--- src/rtl/sparse_pkg.sv ---
// Shared types and helpers for the 2:4 structured-sparsity weight path.
// Dense groups carry four signed weights; sparse packets carry the two survivors plus their indices.
package sparse_pkg;

  localparam int DATA_WIDTH = 8;
  localparam int GROUP_SIZE = 4;
  localparam int IDX_WIDTH  = 2;

  typedef logic signed [DATA_WIDTH-1:0] weight_t;
  typedef weight_t [GROUP_SIZE-1:0]     dense_group_t;
  typedef logic [IDX_WIDTH-1:0]         idx_t;
  typedef logic [DATA_WIDTH:0]          mag_t;

  typedef struct packed {
    weight_t val_1;
    weight_t val_0;
    idx_t    idx_1;
    idx_t    idx_0;
  } sparse_packet_t;

  // One extra bit so the most negative weight still has a representable magnitude.
  function automatic mag_t abs_mag(input weight_t w);
    mag_t ext;
    ext = {w[DATA_WIDTH-1], w};
    return ext[DATA_WIDTH] ? (~ext + mag_t'(1)) : ext;
  endfunction

endpackage

--- src/rtl/sparse_weight_encoder_if.sv ---
// Dense-in / sparse-out valid-ready bus of the weight encoder.
// The encoder takes the slave side; the weight source and PE loader take the master side.
interface sparse_weight_encoder_if;
  import sparse_pkg::*;

  logic           in_valid;
  logic           in_ready;
  dense_group_t   in_group;
  logic           out_valid;
  logic           out_ready;
  sparse_packet_t out_pkt;
  logic           out_lossy;

  modport slave (
    input  in_valid, in_group, out_ready,
    output in_ready, out_valid, out_pkt, out_lossy
  );

  modport master (
    output in_valid, in_group, out_ready,
    input  in_ready, out_valid, out_pkt, out_lossy
  );

endinterface

--- src/rtl/top2_select.sv ---
// Combinational top-2 magnitude selection over one dense group.
// A weight survives when fewer than two others outrank it (larger magnitude, or equal magnitude at a lower index).
module top2_select
  import sparse_pkg::*;
(
  input  dense_group_t   group_i,
  output sparse_packet_t pkt_o,
  output logic           lossy_o,
  output logic [1:0]     drop_cnt_o
);

  mag_t                  mag [GROUP_SIZE];
  logic [GROUP_SIZE-1:0] keep;
  logic [2:0]            beaten;
  logic                  found;
  logic [1:0]            drops;

  always_comb begin
    for (int i = 0; i < GROUP_SIZE; i++) begin
      mag[i] = abs_mag(group_i[i]);
    end
  end

  always_comb begin
    keep   = '0;
    beaten = '0;
    for (int i = 0; i < GROUP_SIZE; i++) begin
      beaten = '0;
      for (int j = 0; j < GROUP_SIZE; j++) begin
        if (j != i && (mag[j] > mag[i] || (mag[j] == mag[i] && j < i))) begin
          beaten = beaten + 3'd1;
        end
      end
      keep[i] = (beaten < 3'd2);
    end
  end

  // Scanning upward fills idx_0 first, which keeps idx_0 < idx_1 for free.
  always_comb begin
    pkt_o = '0;
    found = 1'b0;
    drops = '0;
    for (int i = 0; i < GROUP_SIZE; i++) begin
      if (keep[i]) begin
        if (!found) begin
          pkt_o.idx_0 = idx_t'(i);
          pkt_o.val_0 = group_i[i];
          found       = 1'b1;
        end else begin
          pkt_o.idx_1 = idx_t'(i);
          pkt_o.val_1 = group_i[i];
        end
      end else if (group_i[i] != '0) begin
        drops = drops + 2'd1;
      end
    end
    drop_cnt_o = drops;
    lossy_o    = (drops != 2'd0);
  end

endmodule

--- src/rtl/sparse_weight_encoder.sv ---
// Streaming 2:4 sparsity compressor: input register, top-2 selection, output register, saturating run statistics.
// Two-entry elastic pipeline; in_ready looks through to out_ready so a full pipe still streams one group per cycle.
module sparse_weight_encoder
#(
  parameter int CNT_WIDTH = 16
)
(
  input  logic                   clk,
  input  logic                   rst_n,
  sparse_weight_encoder_if.slave bus,
  input  logic                   stat_clr,
  output logic [CNT_WIDTH-1:0]   pkt_count,
  output logic [CNT_WIDTH-1:0]   pruned_count
);
  import sparse_pkg::*;

  logic           s1Valid_q, s1Valid_d;
  dense_group_t   s1Group_q, s1Group_d;
  logic           s2Valid_q, s2Valid_d;
  sparse_packet_t s2Pkt_q, s2Pkt_d;
  logic           s2Lossy_q, s2Lossy_d;
  logic [1:0]     s2Drops_q, s2Drops_d;
  logic [CNT_WIDTH-1:0] pktCount_q, pktCount_d;
  logic [CNT_WIDTH-1:0] prunedCount_q, prunedCount_d;

  sparse_packet_t selPkt;
  logic           selLossy;
  logic [1:0]     selDrops;
  logic           s2Free;
  logic           inReady;
  logic           outFire;
  logic [CNT_WIDTH:0] pktSum;
  logic [CNT_WIDTH:0] prunedSum;

  top2_select u_select (
    .group_i    (s1Group_q),
    .pkt_o      (selPkt),
    .lossy_o    (selLossy),
    .drop_cnt_o (selDrops)
  );

  assign s2Free  = !s2Valid_q || bus.out_ready;
  assign inReady = !s1Valid_q || s2Free;
  assign outFire = s2Valid_q && bus.out_ready;

  always_comb begin
    s1Valid_d = s1Valid_q;
    s1Group_d = s1Group_q;
    s2Valid_d = s2Valid_q;
    s2Pkt_d   = s2Pkt_q;
    s2Lossy_d = s2Lossy_q;
    s2Drops_d = s2Drops_q;

    if (inReady) begin
      s1Valid_d = bus.in_valid;
      if (bus.in_valid) begin
        s1Group_d = bus.in_group;
      end
    end

    // S2 keeps its payload while stalled so the packet stays stable under backpressure.
    if (s2Free) begin
      s2Valid_d = s1Valid_q;
      if (s1Valid_q) begin
        s2Pkt_d   = selPkt;
        s2Lossy_d = selLossy;
        s2Drops_d = selDrops;
      end
    end
  end

  // Sums carry one extra bit; a set carry means the add overflowed and the counter pins at all-ones.
  always_comb begin
    pktSum        = {1'b0, pktCount_q} + (CNT_WIDTH+1)'(1);
    prunedSum     = {1'b0, prunedCount_q} + (CNT_WIDTH+1)'(s2Drops_q);
    pktCount_d    = pktCount_q;
    prunedCount_d = prunedCount_q;
    if (stat_clr) begin
      pktCount_d    = '0;
      prunedCount_d = '0;
    end else if (outFire) begin
      pktCount_d    = pktSum[CNT_WIDTH]    ? '1 : pktSum[CNT_WIDTH-1:0];
      prunedCount_d = prunedSum[CNT_WIDTH] ? '1 : prunedSum[CNT_WIDTH-1:0];
    end
  end

  always_ff @(posedge clk or negedge rst_n) begin
    if (!rst_n) begin
      s1Valid_q     <= 1'b0;
      s1Group_q     <= '0;
      s2Valid_q     <= 1'b0;
      s2Pkt_q       <= '0;
      s2Lossy_q     <= 1'b0;
      s2Drops_q     <= '0;
      pktCount_q    <= '0;
      prunedCount_q <= '0;
    end else begin
      s1Valid_q     <= s1Valid_d;
      s1Group_q     <= s1Group_d;
      s2Valid_q     <= s2Valid_d;
      s2Pkt_q       <= s2Pkt_d;
      s2Lossy_q     <= s2Lossy_d;
      s2Drops_q     <= s2Drops_d;
      pktCount_q    <= pktCount_d;
      prunedCount_q <= prunedCount_d;
    end
  end

  assign bus.in_ready  = inReady;
  assign bus.out_valid = s2Valid_q;
  assign bus.out_pkt   = s2Pkt_q;
  assign bus.out_lossy = s2Lossy_q;
  assign pkt_count     = pktCount_q;
  assign pruned_count  = prunedCount_q;

endmodule

--- src/flat_wrapper.sv ---
// flat-port wrapper written by rule: the top's interface ports become plain ports
module sparse_weight_encoder_flat import sparse_pkg::*;
#(
  parameter int CNT_WIDTH = 16
)
  (clk, rst_n, stat_clr, pkt_count, pruned_count, bus_in_valid, bus_in_group, bus_out_ready, bus_in_ready, bus_out_valid, bus_out_pkt, bus_out_lossy);
  sparse_weight_encoder_if bus_i ();
  input  logic clk;
  input  logic rst_n;
  input  logic stat_clr;
  output logic [CNT_WIDTH-1:0] pkt_count;
  output logic [CNT_WIDTH-1:0] pruned_count;
  input wire logic [$bits(bus_i.in_valid)-1:0] bus_in_valid;
  input wire logic [$bits(bus_i.in_group)-1:0] bus_in_group;
  input wire logic [$bits(bus_i.out_ready)-1:0] bus_out_ready;
  output wire logic [$bits(bus_i.in_ready)-1:0] bus_in_ready;
  output wire logic [$bits(bus_i.out_valid)-1:0] bus_out_valid;
  output wire logic [$bits(bus_i.out_pkt)-1:0] bus_out_pkt;
  output wire logic [$bits(bus_i.out_lossy)-1:0] bus_out_lossy;
  assign bus_i.in_valid = bus_in_valid;
  assign bus_i.in_group = bus_in_group;
  assign bus_i.out_ready = bus_out_ready;
  assign bus_in_ready = bus_i.in_ready;
  assign bus_out_valid = bus_i.out_valid;
  assign bus_out_pkt = bus_i.out_pkt;
  assign bus_out_lossy = bus_i.out_lossy;
  sparse_weight_encoder #(.CNT_WIDTH(CNT_WIDTH)) u_core (.clk(clk), .rst_n(rst_n), .bus(bus_i), .stat_clr(stat_clr), .pkt_count(pkt_count), .pruned_count(pruned_count));
endmodule
--- config.mk ---
export PLATFORM = sky130hd
export DESIGN_NAME = sparse_weight_encoder_flat
export DESIGN_NICKNAME = d
export VERILOG_FILES = /design/src/rtl/sparse_pkg.sv /design/src/rtl/sparse_weight_encoder_if.sv /design/src/rtl/top2_select.sv /design/src/rtl/sparse_weight_encoder.sv /design/src/flat_wrapper.sv
export SDC_FILE = /design/constraint.sdc
export NUM_CORES = 1
export LEC_CHECK = 0
export CAP_MARGIN = 40
export CORE_AREA = 2 2 175 177
export CTS_CLUSTER_DIAMETER = 40
export DETAILED_ROUTE_END_ITERATION = 8
export DIE_AREA = 0 0 177 179
export PLACE_DENSITY_LB_ADDON = 0.2
export SKIP_LAST_GASP = 1
export SLEW_MARGIN = 5
export SYNTH_ARGS = -nofsm -noshare
export SYNTH_HDL_FRONTEND = slang
export SYNTH_HIERARCHICAL = 1
export SYNTH_SLANG_ARGS = --single-unit
--- constraint.sdc ---
create_clock -name clk -period 7.65 [get_ports clk]
set_clock_uncertainty 0.15 [all_clocks]
set_input_delay 1.1475 -clock clk [delete_from_list [all_inputs] [get_ports clk]]
set_output_delay 1.1475 -clock clk [all_outputs]
set_load 0.01 [all_outputs]
# Word level (Yosys, flattened, before mapping)
# Index checks and enable logic that the tools add are counted.
# word_totals
word_cells	125
ff_bits	89
output_inout_bits	55
# op_classes
bitwise_logic	4
addsub	17
eq_ne	6
n_mux	49
n_lt_le_gt_ge	16
reduce_logical	19
# op_table
cell	count
$gt 9x9->1	12
$mux 16	6
$mux 20	3
$eq 9x9->1	6
$mux 8	6
$add 9x1->9 const B	4
$mux 9	4
$not 9->9	4
$reduce_bool 8->1	4
$mux 2	13
$add 3x1->3 const B	8
$mux 3	8
$add 16x1->17 const B	1
$add 16x2->17	1
$lt 3x2->1 const B	4
$mux 12	1
$logic_or 1x1->1	8
$mux 1	8
$add 2x1->2 const B	3
$reduce_and 2->1	2
$reduce_bool 2->1	2
$logic_not 1->1	2
$logic_and 1x1->1	1

# Longest topological paths before layout
# logic_depth
depth_word	21
ltp_mapped	27

# By module
# Netlist, hierarchy kept.
# modules_own_cells
mod	instances	cells_per_inst	area_per_inst_um2
sparse_weight_encoder	1	333	4043.9
top2_select	1	374	2687.6

# Worst setup path before layout
# No wires, ideal clock.
# synth_path
path_type	register to register
startpoint	reg u_core/s1Group_q[8] in the netlist's numbering
endpoint	reg u_core.s2Lossy_q (netlist: u_core/bus.out_lossy)
required_ns	7.375
arrival_time_ns	5.360
n_path_buf	1
synth_period_minus_slack_ns	5.634
setup_slack_ns	2.016
setup_time_ns	0.125
path_stages_with_launch	27
path_cell_list	dfrtp_1 > inv_1 > ha_1 > nand2_1 > o21ai_0 > inv_1 > ha_1 > nor2b_1 > o21a_1 > o21ai_0 > nand2b_1 > maj3_1 > a21o_1 > maj3_1 > a21o_1 > a21oi_1 > inv_1 > ha_1 > a211o_1 > a21oi_1 > clkbuf_1 > nor2_1 > ha_1 > or3_1 > a21oi_1 > a31oi_1 > mux2_2
# synth_between
elab_chain_len	21
# synth_rtl
element	line_no	text
start, declared	sparse_weight_encoder.sv:18	dense_group_t s1Group_q, s1Group_d;
start signal, assigned	sparse_weight_encoder.sv:99	s1Group_q <= s1Group_d;
$not 9->9	sparse_pkg.sv:25	return ext[DATA_WIDTH] ? (~ext + mag_t'(1)) : ext;
$add 9x1->9	sparse_pkg.sv:25	
$mux 9	sparse_pkg.sv:25	
$gt 9x9->1	top2_select.sv:30	if (j != i && (mag[j] > mag[i] || (mag[j] == mag[i] && j < i))) begin
$mux 1	top2_select.sv:30	
$add 3x1->3	top2_select.sv:31	beaten = beaten + 3'd1;
$mux 3	top2_select.sv:30	
$add 3x1->3	top2_select.sv:31	
[6 not listed]	--	
$add 2x1->2	top2_select.sv:54	drops = drops + 2'd1;
$mux 2	top2_select.sv:53	end else if (group_i[i] != '0) begin
$mux 2	top2_select.sv:44	if (keep[i]) begin
$add 2x1->2	top2_select.sv:54	
$mux 2	top2_select.sv:53	
$mux 2 *	top2_select.sv:44	
$reduce_bool 2->1 *	top2_select.sv:58	lossy_o = (drops != 2'd0);
via u_core.selLossy	sparse_weight_encoder.sv:27	logic selLossy;
end signal, assigned	sparse_weight_encoder.sv:102	s2Lossy_q <= s2Lossy_d;
end, declared	sparse_weight_encoder.sv:21	logic s2Lossy_q, s2Lossy_d;
# Mark *: on every way through the listed nets, which the timed path passes. The rest lies on a longest branch.
# A chain may end at the register's enable or synchronous reset.

# Worst setup path after layout
# layout_path
startpoint	reg u_core/s1Group_q[16] in the netlist's numbering
endpoint	reg u_core.s2Lossy_q (netlist: u_core/bus.out_lossy)
# layout_between
elab_chain_len	19
# layout_rtl
element	line_no	text
$not 9->9	sparse_pkg.sv:25	
$add 9x1->9	sparse_pkg.sv:25	
$mux 9	sparse_pkg.sv:25	
$gt 9x9->1	top2_select.sv:30	
$mux 3	top2_select.sv:30	
$add 3x1->3	top2_select.sv:31	
$mux 3	top2_select.sv:30	
$lt 3x2->1	top2_select.sv:34	keep[i] = (beaten < 3'd2);
[4 not listed]	--	
$add 2x1->2	top2_select.sv:54	
$mux 2	top2_select.sv:53	
$mux 2	top2_select.sv:44	
$add 2x1->2	top2_select.sv:54	
$mux 2	top2_select.sv:53	
$mux 2 *	top2_select.sv:44	
$reduce_bool 2->1 *	top2_select.sv:58	
via u_core.selLossy	sparse_weight_encoder.sv:27	
# Marked as above.

==> results.md <==
* EDFF count, synth at 0
* Share of layout cells above drive strength 1 at 0.129
* Final antenna diode count at 0
* GRT met1 Usage at 0.185
* Worst Path Required at 7730 ps
* Placement Cell Area at 0.00819 mm²
* Power Density at 285 mW/mm²
* Startpoint types: flip-flop
* Count leader, synth: dfrtp_1
* Area of the mapped netlist at 0.00673 mm²
* Clock tree buffer depth at 2
* Crit path kind: flip-flop to flip-flop
* PostCTS Resize Cnt at 0
* DIE AREA at 0.0317 mm²
* Startpoint of the worst hold path: u_core/bus.out_pkt[10]
* CTS Buf Count at 9
* Final wirelength at 21800 µm
* Worst Hold Class: flip-flop to flip-flop
* Crit end category: flip-flop
* Met2 usage at 0.240
* Clk pwr share at 0.189
* Comb power frac at 0.536
* Met3 GRT Util at 0.0278
* Least-Margin Pin Slew at 793 ps
* Crit path launch: u_core/s1Group_q[16]
* Busiest grt layer: met2
* Worst relative slew slack at 0.467
* Yosys cell types at 72
* Post-layout min period at 6230 ps
* Sequential share of power at 0.275
* Worst-Skew Late Latency at 350 ps
* Post-synth top area share at 0.331
* Cell taking the most area after synthesis: dfrtp_1
* R2r setup slk at 1420 ps
* Critical Path Sink: u_core/bus.out_lossy
* RSZ-0062 raised after global routing: false
* Global route overflow at 0
* Vias in the first global route at 5729
* Post-synth top cells: dfrtp_1 (89), ha_1 (63), mux2_2 (58)
* Peak VDD IR at 0.133 mV
* Async set or reset register ratio after synthesis at 1.00
* Routed via count at 5682
* Area delta synth->final at 26.2%
* Routed len/inst at 18.1 µm
* Static leakage at 3.54 nW
* CP max FO at 8
* Final Cell Area at 0.00849 mm²
* Dpl hpwl at 16900 µm
* Remaining antenna violation count after routing at 0
* Placer Congestion at 0.826
* Setup TNS at 0 ps
* CTS Root Cell: clkbuf_16
* Area contributors post-synth: dfrtp_1 (33%), ha_1 (12%), mux2_2 (9.7%), xnor2_1 (3.0%), nand2_1 (2.8%)
* Initial antenna violation count at 0
* F_max at 161 MHz
* Avg Cell Area, Syn at 9.52 µm²
* Worst r2r dst: u_core/bus.out_lossy
* Slew Viols, Final at 0
* Final Hold Fails at 0
* Reg-to-Reg Start: u_core/s1Group_q[16]
* Largest net degree at the start of global routing at 57
* Most used DFF post-synth: dfrtp_1
* Post-CTS Setup Inserts at 0
* Layout Nets at 905
* Mapped Cells at 707
* I/O pins at 92
* Worst R2R Path Depth at 25
* Wire length of the first global-routing pass at 34500 µm
* Yosys warns at 6
* Detailed-route DRC error count at 0
* Number of setup violations in the final report at 0
* FILL cells at 3206
* Flops & latches, synth at 89
* Clock sink count at 89
* Drt pass-1 iters at 5
* Row count at 64
* Die Span Y at 179 µm
* Tcrit/Tclk final at 0.814
* Iteration-0 DRC Markers at 282
* Max cap viols at 0
* Cts hold-fix bufs at 0
* Switching part of the total at 0.409
* Final Core Density at 0.283
* CP Data Arrival Time at 6310 ps
* CTS clock-pin slew for the worst setup and hold paths at 70 ps
* Initial Util at 0.224
* IO Port Bufs at 91
* Register area share after synthesis at 0.331
* Internal power at 0.00143 W
* Status: finished, final reports clean
* Net Sw Power at 0.000989 W
* GRT Util Overall at 0.142
* H-tree depth at 3
* CORE AREA at 0.0300 mm²
* TritonCTS clock tree: built
* Via density per instance at 4.72
* Die W at 177 µm
[flip-flops by register name (all words and copies together), names as in the netlist]
register              count
u_core/bus.out_pkt       20
u_core/pkt_count         16
u_core/s1Valid_q          1
u_core/s1Group_q         32
u_core/s2Drops_q          2
u_core/pruned_count      16
u_core/bus.out_lossy      1
u_core/bus.out_valid      1
[worst max-delay path: stages (launching register included)]
cell and delay (ps):
dfrtp_1 540, inv_1 120, ha_1 300, nand2_1 50
o21ai_0 140, inv_1 140, ha_1 300, nor2b_1 140
o21a_1 160, o21ai_0 150, nand2b_1 100, maj3_1 360
a21o_1 190, maj3_1 350, a21o_1 180, a21oi_1 330
inv_1 80, ha_1 270, a211o_1 220, a21oi_1 520
nor2_1 90, ha_1 380, or3_1 360, a21oi_1 170
a31oi_1 50, mux2_2 260
[layout make-up]
type                       instances  area (µm²)  share of cell area
inverter                          48         180              0.0212
clock inverter                     7        78.8             0.00928
tap                              396         495              0.0583
clock buffer                       9         225              0.0265
sequential                        89        2230               0.262
timing repair buffer             103        1040               0.122
multi-input combinational        553        4250               0.500
[power by group through the flow]
stage	Sequential, W	Combinational [W]	Clock (W)
6_report	0.000665	0.00130	0.000457
5_1_grt	0.000681	0.00143	0.000499
4_1_cts	0.000670	0.00129	0.000479
3_5_place_dp	0.000678	0.00128	0
3_3_place_gp	0.000678	0.00128	0
2_1_floorplan	0.000651	0.000855	0
[per-stage QoR]
| stage | power (W) | setup slack, ps | hold WS (ps) | std cells |
|---|---|---|---|---|
| floorplan | 0.00151 | 2020 | 307 | 717 |
| global placement | 0.00196 | 1590 | 338 | 1186 |
| detailed placement | 0.00196 | 1480 | 347 | 1189 |
| CTS | 0.00244 | 1450 | 363 | 1205 |
| global route | 0.00261 | 1110 | 391 | 1205 |
| finish | 0.00242 | 1420 | 360 | 1205 |
[per-layer routing]
| layer | routed length [µm] | share of wire |
|---|---|---|
| met5 | 0 | 0 |
| met2 | 10600 | 0.49 |
| met3 | 936 | 0.043 |
| met1 | 9960 | 0.46 |
| met4 | 345 | 0.016 |
[cell usage in the layout (no fill, tap or decap), types with 6 or more instances in the layout]
master	count
ha_1	63
dfrtp_1	89
mux2_2	58
a22oi_1	8
nand2b_1	11
nand4_1	20
o21a_1	11
maj3_1	7
nand2_1	50
clkbuf_16	9
a21oi_1	26
o31ai_1	6
conb_1	12
o221ai_1	7
mux2i_1	14
xnor2_1	23
nor2_1	38
nor3_1	18
a21o_1	9
nor2b_1	9
buf_4	10
clkdlybuf4s50_1	90
a31oi_1	10
o21ai_0	21
inv_1	48
and3_1	11
a211oi_1	14
nand3_1	17
[cell families (layout without fill, tap and decap cells)]
family          Yosys count  count (layout)  share of synthesized area
compound gates          153             153                      0.161
flops                    89              89                      0.331
xor+xnor                 28              28                     0.0387
simple gates            216             216                      0.175
fa+ha+maj                72              72                      0.132
mux                      72              72                      0.118
other cells               2              12                    0.00112
buf+inv                  75             167                     0.0433
[worst min path at each step]
stage                              to  slack, ps  depth (start not counted)
6_report       u_core/bus.out_pkt[10]        360                          1
5_1_grt         u_core/bus.out_pkt[3]        390                          1
4_1_cts        u_core/bus.out_pkt[10]        360                          1
3_5_place_dp   u_core/bus.out_pkt[10]        350                          1
3_3_place_gp     u_core/bus.out_valid        340                          1
2_1_floorplan    u_core/bus.out_valid        310                          1
(Power assumes the default switching activity.)
